$ cat src/rtl/divider_8_4_bit_seq.sv
// Sequential restoring divider: 8-bit dividend / 4-bit divisor, one quotient bit per clock.
// Define DIVIDER_SIGNED_EN for two's-complement operands (magnitude core plus sign fix-up).
module divider_8_4_bit_seq (
    input  logic       clk,
    input  logic       rst_n,
    input  logic       start,
    input  logic [7:0] dividend,
    input  logic [3:0] divisor,
    output logic       busy,
    output logic       done,
    output logic [7:0] quotient,
    output logic [3:0] remainder,
    output logic       div_zero
);

    // state | meaning
    // IDLE  | waiting for start; operands captured on the accept edge
    // CALC  | eight shift/subtract steps, dividend MSB first
    // DONE  | one-cycle done pulse with results valid, then back to IDLE
    typedef enum logic [1:0] {IDLE, CALC, DONE} state_t;

    state_t     state;
    logic [7:0] dvd_r;
    logic [3:0] dvs_r;
    logic [3:0] partial;
    logic [2:0] cnt;
    logic [6:0] q_work;

    logic [7:0] a_mag;
    logic [3:0] b_mag;
    logic [4:0] p;
    logic       ge;
    logic [3:0] rem_next;
    logic [7:0] q_next;
    logic [7:0] q_final;
    logic [3:0] r_final;

`ifdef DIVIDER_SIGNED_EN
    logic neg_q;
    logic neg_r;

    // -128 maps to magnitude 128, which still fits the unsigned core
    always_comb begin
        a_mag = dividend[7] ? (~dividend + 8'd1) : dividend;
        b_mag = divisor[3]  ? (~divisor + 4'd1)  : divisor;
    end
`else
    assign a_mag = dividend;
    assign b_mag = divisor;
`endif

    // The partial remainder is always below the divisor, so four stored bits suffice
    always_comb begin
        p        = {partial, dvd_r[7]};
        ge       = (p >= {1'b0, dvs_r});
        rem_next = ge ? 4'(p - {1'b0, dvs_r}) : p[3:0];
        q_next   = {q_work, ge};
`ifdef DIVIDER_SIGNED_EN
        q_final  = neg_q ? (~q_next + 8'd1) : q_next;
        r_final  = neg_r ? (~rem_next + 4'd1) : rem_next;
`else
        q_final  = q_next;
        r_final  = rem_next;
`endif
    end

    always_ff @(posedge clk or negedge rst_n) begin
        if (!rst_n) begin
            state     <= IDLE;
            dvd_r     <= 8'h00;
            dvs_r     <= 4'h0;
            partial   <= 4'h0;
            cnt       <= 3'd0;
            q_work    <= 7'h00;
            busy      <= 1'b0;
            done      <= 1'b0;
            quotient  <= 8'h00;
            remainder <= 4'h0;
            div_zero  <= 1'b0;
`ifdef DIVIDER_SIGNED_EN
            neg_q     <= 1'b0;
            neg_r     <= 1'b0;
`endif
        end else begin
            case (state)
                IDLE: begin
                    if (start) begin
                        busy    <= 1'b1;
                        dvd_r   <= a_mag;
                        dvs_r   <= b_mag;
                        partial <= 4'h0;
                        cnt     <= 3'd0;
                        q_work  <= 7'h00;
`ifdef DIVIDER_SIGNED_EN
                        neg_q   <= dividend[7] ^ divisor[3];
                        neg_r   <= dividend[7];
`endif
                        if (divisor == 4'h0) begin
                            quotient  <= 8'hFF;
                            remainder <= dividend[3:0];
                            div_zero  <= 1'b1;
                            done      <= 1'b1;
                            state     <= DONE;
                        end else begin
                            div_zero  <= 1'b0;
                            state     <= CALC;
                        end
                    end
                end
                CALC: begin
                    partial <= rem_next;
                    q_work  <= q_next[6:0];
                    dvd_r   <= {dvd_r[6:0], 1'b0};
                    cnt     <= cnt + 3'd1;
                    if (cnt == 3'd7) begin
                        quotient  <= q_final;
                        remainder <= r_final;
                        done      <= 1'b1;
                        state     <= DONE;
                    end
                end
                DONE: begin
                    done  <= 1'b0;
                    busy  <= 1'b0;
                    state <= IDLE;
                end
                default: state <= IDLE;
            endcase
        end
    end

endmodule

$ cat config.mk
export PLATFORM = sky130hd
export DESIGN_NAME = divider_8_4_bit_seq
export DESIGN_NICKNAME = d
export VERILOG_FILES = /design/src/rtl/divider_8_4_bit_seq.sv
export SDC_FILE = /design/constraint.sdc
export NUM_CORES = 1
export LEC_CHECK = 0
export CAP_MARGIN = 20
export CORE_AREA = 4 4 106 58
export DETAILED_ROUTE_END_ITERATION = 7
export DIE_AREA = 0 0 110 62
export DONT_BUFFER_PORTS = 1
export GPL_TIMING_DRIVEN = 0
export PLACE_DENSITY = 0.53
export SLEW_MARGIN = 20
export SYNTH_ARGS = -nofsm -noshare
export SYNTH_HDL_FRONTEND = slang
export SYNTH_SLANG_ARGS = --single-unit
$ cat constraint.sdc
create_clock -name clk -period 1.8 [get_ports clk]
set_input_delay 0.54 -clock clk [delete_from_list [all_inputs] [get_ports clk]]
set_output_delay 0.54 -clock clk [all_outputs]
set_load 0.02 [all_outputs]
==> results of run 1 <==
per-stage QoR:
stage / power [mW] / worst slack, ns / utilization (%) / instance area [µm²] / cells
2_1_floorplan: 3.372 / 0.01482 / - / 2041 / 195
3_3_place_gp: 3.787 / -0.1520 / 40.58 / 2132 / 268
3_5_place_dp: 3.884 / -0.1900 / 40.58 / 2132 / 268
4_1_cts: 4.867 / -0.03740 / 44.49 / 2337 / 283
5_1_grt: 5.411 / -0.1039 / 45.68 / 2400 / 286
6_report: 5.023 / -0.02714 / 45.68 / 2400 / 286
final cells by class:
cell class                      count  area [µm²]
Clock buffer                        8       100.1
Fill cell                         500        2854
Timing Repair Buffer               10       87.58
Multi-Input combinational cell    128       943.4
Tap cell                           73       91.34
Inverter                           14       52.55
Sequential cell                    43        1076
Buffer                             10       48.80
worst max-delay path, stage by stage (launching register included):
cell	delay (ns)
dfrtp_1	0.40
inv_2	0.06
ha_4	0.26
nand2b_4	0.12
a2111oi_4	0.07
buf_4	0.15
or4_4	0.54
a31oi_4	0.15
power groups by stage:
| stage | logic, mW | clock network [mW] | registers, mW |
|---|---|---|---|
| final | 2.38 | 0.669 | 1.97 |
| after global placement | 1.83 | 0 | 1.96 |
| after global routing | 2.65 | 0.728 | 2.03 |
| after floorplan | 1.50 | 0 | 1.87 |
| after detailed placement | 1.91 | 0 | 1.98 |
| after CTS | 2.21 | 0.689 | 1.97 |
cells by family after synthesis:
kind of cell	share of synthesized area (%)
XOR/XNOR	0.4319
AND/OR/NAND/NOR	12.71
flip-flops	53.05
buffers and inverters	4.997
AO/OA/AOI/OAI	20.05
multiplexers	4.072
adder cells (fa/ha/maj)	4.688
cells in the final DEF (no fill, tap or decap), types with 3 or more instances in the layout:
cell type	n
clkbuf_8	7
a211oi_1	3
a21oi_1	17
ha_1	3
clkbuf_1	4
dfrtp_1	43
buf_4	10
buf_2	6
ha_4	3
o21ai_0	18
nand2_1	25
o211ai_1	3
mux2i_1	6
a22o_1	4
inv_1	12
a31oi_1	9
flip-flops by register name, indices dropped and copies added, names as in the netlist:
signal / flops
dvd_r: 8
quotient: 8
busy: 1
div_zero: 1
partial: 4
remainder: 4
done: 1
state: 2
q_work: 7
cnt: 3
dvs_r: 4
what timing repair did:
action | 4_1_cts | 5_1_grt
hold buffers | 1 | 0
hold endpoints to repair | 43 | 0
gates resized for setup | 7 | 10
setup buffers | 6 | 3
gates cloned | 0 | 0
pin swaps | 5 | 7
setup endpoints to repair | 8 | 16
worst paths after layout:
check | endpoint | from | cells after the start
max | remainder[1]$_DFFE_PN0P_ | dvd_r[7]$_DFFE_PN0P_ | 7
min | remainder[0]$_DFFE_PN0P_ | rst_n | 1
max reg2reg | remainder[1]$_DFFE_PN0P_ | dvd_r[7]$_DFFE_PN0P_ | 7
min reg2reg | dvd_r[3]$_DFFE_PN0P_ | dvd_r[3]$_DFFE_PN0P_ | 1
max in group asynchronous | q_work[0]$_DFFE_PN0P_ | rst_n | 1
min in group clk | dvs_r[1]$_DFFE_PN0P_ | divisor[1] | 2
layer usage:
metal / GRT usage (%) / part of all wire (%) / vias to the layer above
li1: - / - / 726
met1: 23.92 / 50 / 750
met2: 23.53 / 42 / 40
met3: 5.057 / 7.4 / 4
met4: 2.664 / 0.53 / 0
met5: 0 / 0 / -
==> impl_metrics.csv, run 1 <==
group,metric,value,unit
synthesis,synth_edf_count,0,
sta,setup_ws,-0.02714,ns
status,violations,"setup timing",
global_route,grt_pass1_wl,8086,µm
sta,fin_tns_setup,-0.06898,ns
sta,fin_skew,0.005491,ns
sta,finalCritPeriodShare,101.5,%
clocking,ctsHtreeMaxLevel,2,
pwr,leakage,1.039,nW
sta,hold_viol,0,
global_route,grt_usage,16.15,%
clocking,cts_buffers,5,
sta,period_needed,1.827,ns
sta,rsz0062_at_grt,"yes",
pwr,power_switching,2.132,mW
pwr,clockPowerShare,13.3,%
clocking,clkSinkCount,43,
drt,drcViolationCount,0,
synthesis,ys_seq_area_share,53.05,%
global_route,grt_max_degree,44,
pwr,pwr-share-comb,47.5,%
drt,drtPass1Iterations,4,
clocking,clk_path_buf_depth,2,
critical_path,cp.arrival,2.04,ns
drt,drtIter0Drc,99,
die,ioPinCount,30,
die,die_w,110,µm
clocking,clock_latency,0.29,ns
pwr,vdd_drop_max,0.6872,mV
drt,wl,5127,µm
clocking,cts_tree,"done",
placement,io_buffer_count,0,
sta,fmax,547.3,MHz
layout,area_growth,18.32,%
critical_path,crit_type,"flop to flop",
global_route,gr-total-overflow,0,
worst_hold_path,hold_class,"input port to async pin",
sta,drv_slew,0,
die,std_cell_rows,19,
critical_path,crit_fanout,4,
die,die_area,6820,µm²
synthesis,yosysWarnings,0,
layout,antennaDiodeCount,0,
status,status,"complete, but fails checks",
critical_path,cp-start-kind,"flop",
sta,setup_violations,3,
sta,tightest_slew,0.5173,ns
placement,hpwlAfterDp,3610,µm
pwr,power.internal,2.891,mW
synthesis,synthTopCellsByCount,"dfrtp_1 (43), nand2_1 (25), o21ai_0 (19)",
synthesis,syn-num-nets,217,
placement,place.gp.congestion,0.7545,
critical_path,end_kind,"flop",
die,start_util,38.60,%
synthesis,syn_inst,195,
drt,antenna_left,0,
synthesis,async_flop_share,100.0,%
die,die_h,62,µm
critical_path,rrSetupSlack,-0.03,ns
clocking,cts_root_buf,"clkbuf_8",
flow_run,maxCapViolations,0,
synthesis,synth_cell_types,39,
drt,num_vias,1520,
synthesis,synth_flop_cell,"dfrtp_1",
layout,nNetsFinal,234,
synthesis,synth-seq-cells,43,
pwr,switching_share,42.44,%
global_route,antenna_found_initial,0,
synthesis,syn_area_per_cell,10.40,µm²
synthesis,synth.most_common_cell,"dfrtp_1",
sta,maxSlewHeadroom,65.23,%
synthesis,synthTopCellsByArea,"dfrtp_1 (53%), o21ai_0 (4.7%), nand2_1 (4.6%)",
synthesis,synth_top_area_share,53.05,%
clocking,clkTransAtPathRegs,0.08,ns
pwr,p_per_area,2093,nW/µm²
drt,wl_per_cell,17.93,µm
drt,vias_per_cell,5.315,
die,core,5254,µm²
global_route,grt_pass1_vias,1529,
layout,drive_gt1_share,22.54,%
sta,whs,0.08667,ns
pwr,power_frac_seq,39.2,%
critical_path,worstPathRequired,2.01,ns
synthesis,synth_area_leader_cell,"dfrtp_1",
synthesis,synthesis.area,2028,µm²
Note: power is estimated with default switching activity, not from simulation.
==> inputs of run 2 (changes only) <==
==> constraint.sdc (replaced) <==
create_clock -name clk -period 1.8 [get_ports clk]
set_input_delay 0.36 -clock clk [delete_from_list [all_inputs] [get_ports clk]]
set_output_delay 0.36 -clock clk [all_outputs]
set_load 0.02 [all_outputs]
==> impl_metrics.csv, run 2 (same netlist as run 1, synthesis figures left out) <==
group,metric,value,unit
drt,drtPass1Iterations,4,
placement,place_area,2132,µm²
layout,top_regs,"dvd_r x8, quotient x8, q_work x7",
critical_path,crit_fanout,4,
global_route,grt_pass1_wl,8100,µm
critical_path,crit_path_max_incr_delay,0.54,ns
global_route,grt_pass1_vias,1539,
pwr,power_frac_seq,39.2,%
pwr,power_switching,2.138,mW
die,die_area,6820,µm²
critical_path,startpoint,"dvd_r[7]$_DFFE_PN0P_",
sta,rsz0062_at_grt,"yes",
worst_hold_path,hold_path_startpoint,"divisor[1]",
pwr,leakage,1.043,nW
critical_path,cp.arrival,2.04,ns
pwr,finalPower,5.031,mW
global_route,grt_max_degree,44,
status,status,"complete, but fails checks",
placement,io_buffer_count,0,
clocking,clkTransAtPathRegs,0.08,ns
sta,setup_ws,-0.02702,ns
critical_path,cp_top_family,"simple AND/OR/NAND/NOR gates",
status,violations,"setup timing",
die,ioPinCount,30,
sta,tightest_slew,0.5027,ns
layout,layout_commonest_cell,"dfrtp_1",
pwr,power.internal,2.892,mW
pwr,p_per_area,2088,nW/µm²
placement,place.gp.congestion,0.7545,
clocking,clk_path_buf_depth,2,
sta,finalCritPeriodShare,101.5,%
pwr,switching_share,42.51,%
drt,wl,5146,µm
critical_path,crit_type,"flop to flop",
pwr,clockPowerShare,13.3,%
sta,period_needed,1.827,ns
global_route,gr-total-overflow,0,
sta,setup_violations,3,
critical_path,crit_path_top_delay_cell,"or4_4",
layout,nNetsFinal,235,
critical_path,end_kind,"flop",
pwr,pwr-share-comb,47.5,%
clocking,clock_latency,0.29,ns
flow_run,maxCapViolations,0,
sta,maxSlewHeadroom,66.49,%
sta,hold_viol,0,
layout,drive_gt1_share,22.43,%
sta,fin_skew,0.005090,ns
clocking,cts_buffers,5,
drt,num_vias,1525,
layout,utilization,45.87,%
sta,drv_slew,0,
global_route,antenna_found_initial,0,
layout,instances_no_fill,287,
drt,vias_per_cell,5.314,
critical_path,cp-start-kind,"flop",
critical_path,path_cells,"inv_2 > ha_4 > nand2b_4 > a2111oi_4 > buf_4 > or4_4 > a31oi_4",
critical_path,crit_buf_inv,2,
sta,fmax,547.3,MHz
clocking,clkSinkCount,43,
layout,final_area,2410,µm²
layout,antennaDiodeCount,0,
worst_hold_path,whs_path_depth,2,
placement,hpwlAfterDp,3610,µm
critical_path,r2r_cells,7,
clocking,cts_tree,"done",
drt,antenna_left,0,
die,die_w,110,µm
critical_path,cp_num_cells,7,
global_route,grt_usage,16.15,%
drt,drcViolationCount,0,
worst_hold_path,hold_class,"input port to flop",
sta,whs,0.1927,ns
pwr,vdd_drop_max,0.6882,mV
layout,area_growth,18.82,%
clocking,cts_root_buf,"clkbuf_8",
clocking,ctsHtreeMaxLevel,2,
drt,drtIter0Drc,124,
die,die_h,62,µm
placement,dp_cells,268,
critical_path,reg2reg_from,"dvd_r[7]$_DFFE_PN0P_",
die,std_cell_rows,19,
die,start_util,38.60,%
die,core,5254,µm²
critical_path,worstPathRequired,2.01,ns
layout,most-common-layout-cells,"dfrtp_1 (43), nand2_1 (25), o21ai_0 (18)",
drt,wl_per_cell,17.93,µm
[run 2: cell types whose count changed in the layout (fill, tap and decap cells not counted), sizes merged]
| cell | change |
|---|---|
| dlygate4sd3 | +1 |
[run 2: per-stage QoR]
step,setup TNS [ns],setup slack [ns]
2_1_floorplan,0,0.01482
3_3_place_gp,-0.2678,-0.1437
3_5_place_dp,-0.3725,-0.1725
4_1_cts,-0.06120,-0.03740
5_1_grt,-0.5000,-0.1039
6_report,-0.05555,-0.02702
[run 2: power groups by stage]
stage	combinational [mW]	clock, mW	sequential [mW]
2_1_floorplan	1.50	0	1.87
3_3_place_gp	1.83	0	1.96
3_5_place_dp	1.91	0	1.98
4_1_cts	2.21	0.689	1.97
5_1_grt	2.66	0.728	2.03
6_report	2.39	0.669	1.97
[run 2: metal layers]
layer / wire length [µm] / part of all wire (%) / vias to the layer above / global-route usage [%]
li1: - / - / 727 / -
met1: 2558 / 50 / 754 / 23.86
met2: 2181 / 42 / 40 / 23.62
met3: 379 / 7.4 / 4 / 5.057
met4: 27 / 0.52 / 0 / 2.664
met5: 0 / 0 / - / 0
[run 2: area by class of cell]
class | count | area, µm²
Inverter | 14 | 52.55
Buffer | 10 | 48.80
Tap cell | 73 | 91.34
Fill cell | 500 | 2844
Sequential cell | 43 | 1076
Clock buffer | 8 | 100.1
Timing Repair Buffer | 11 | 97.59
Multi-Input combinational cell | 128 | 943.4
[run 2: path summary, 6_finish.rpt]
kind | slack, ns | end
min in group asynchronous | 0.54 | remainder[0]$_DFFE_PN0P_
setup reg to reg | -0.03 | remainder[1]$_DFFE_PN0P_
hold reg to reg | 0.48 | dvd_r[3]$_DFFE_PN0P_
max in group asynchronous | 1.04 | quotient[0]$_DFFE_PN0P_
hold / removal | 0.19 | dvs_r[1]$_DFFE_PN0P_
setup / recovery | -0.03 | remainder[1]$_DFFE_PN0P_
[run 2: timing repair]
action	CTS	global route
hold endpoints to repair	43	0
hold buffers	2	0
gates resized for setup	7	10
setup buffers	6	3
setup endpoints to repair	8	16
pin swaps	5	7
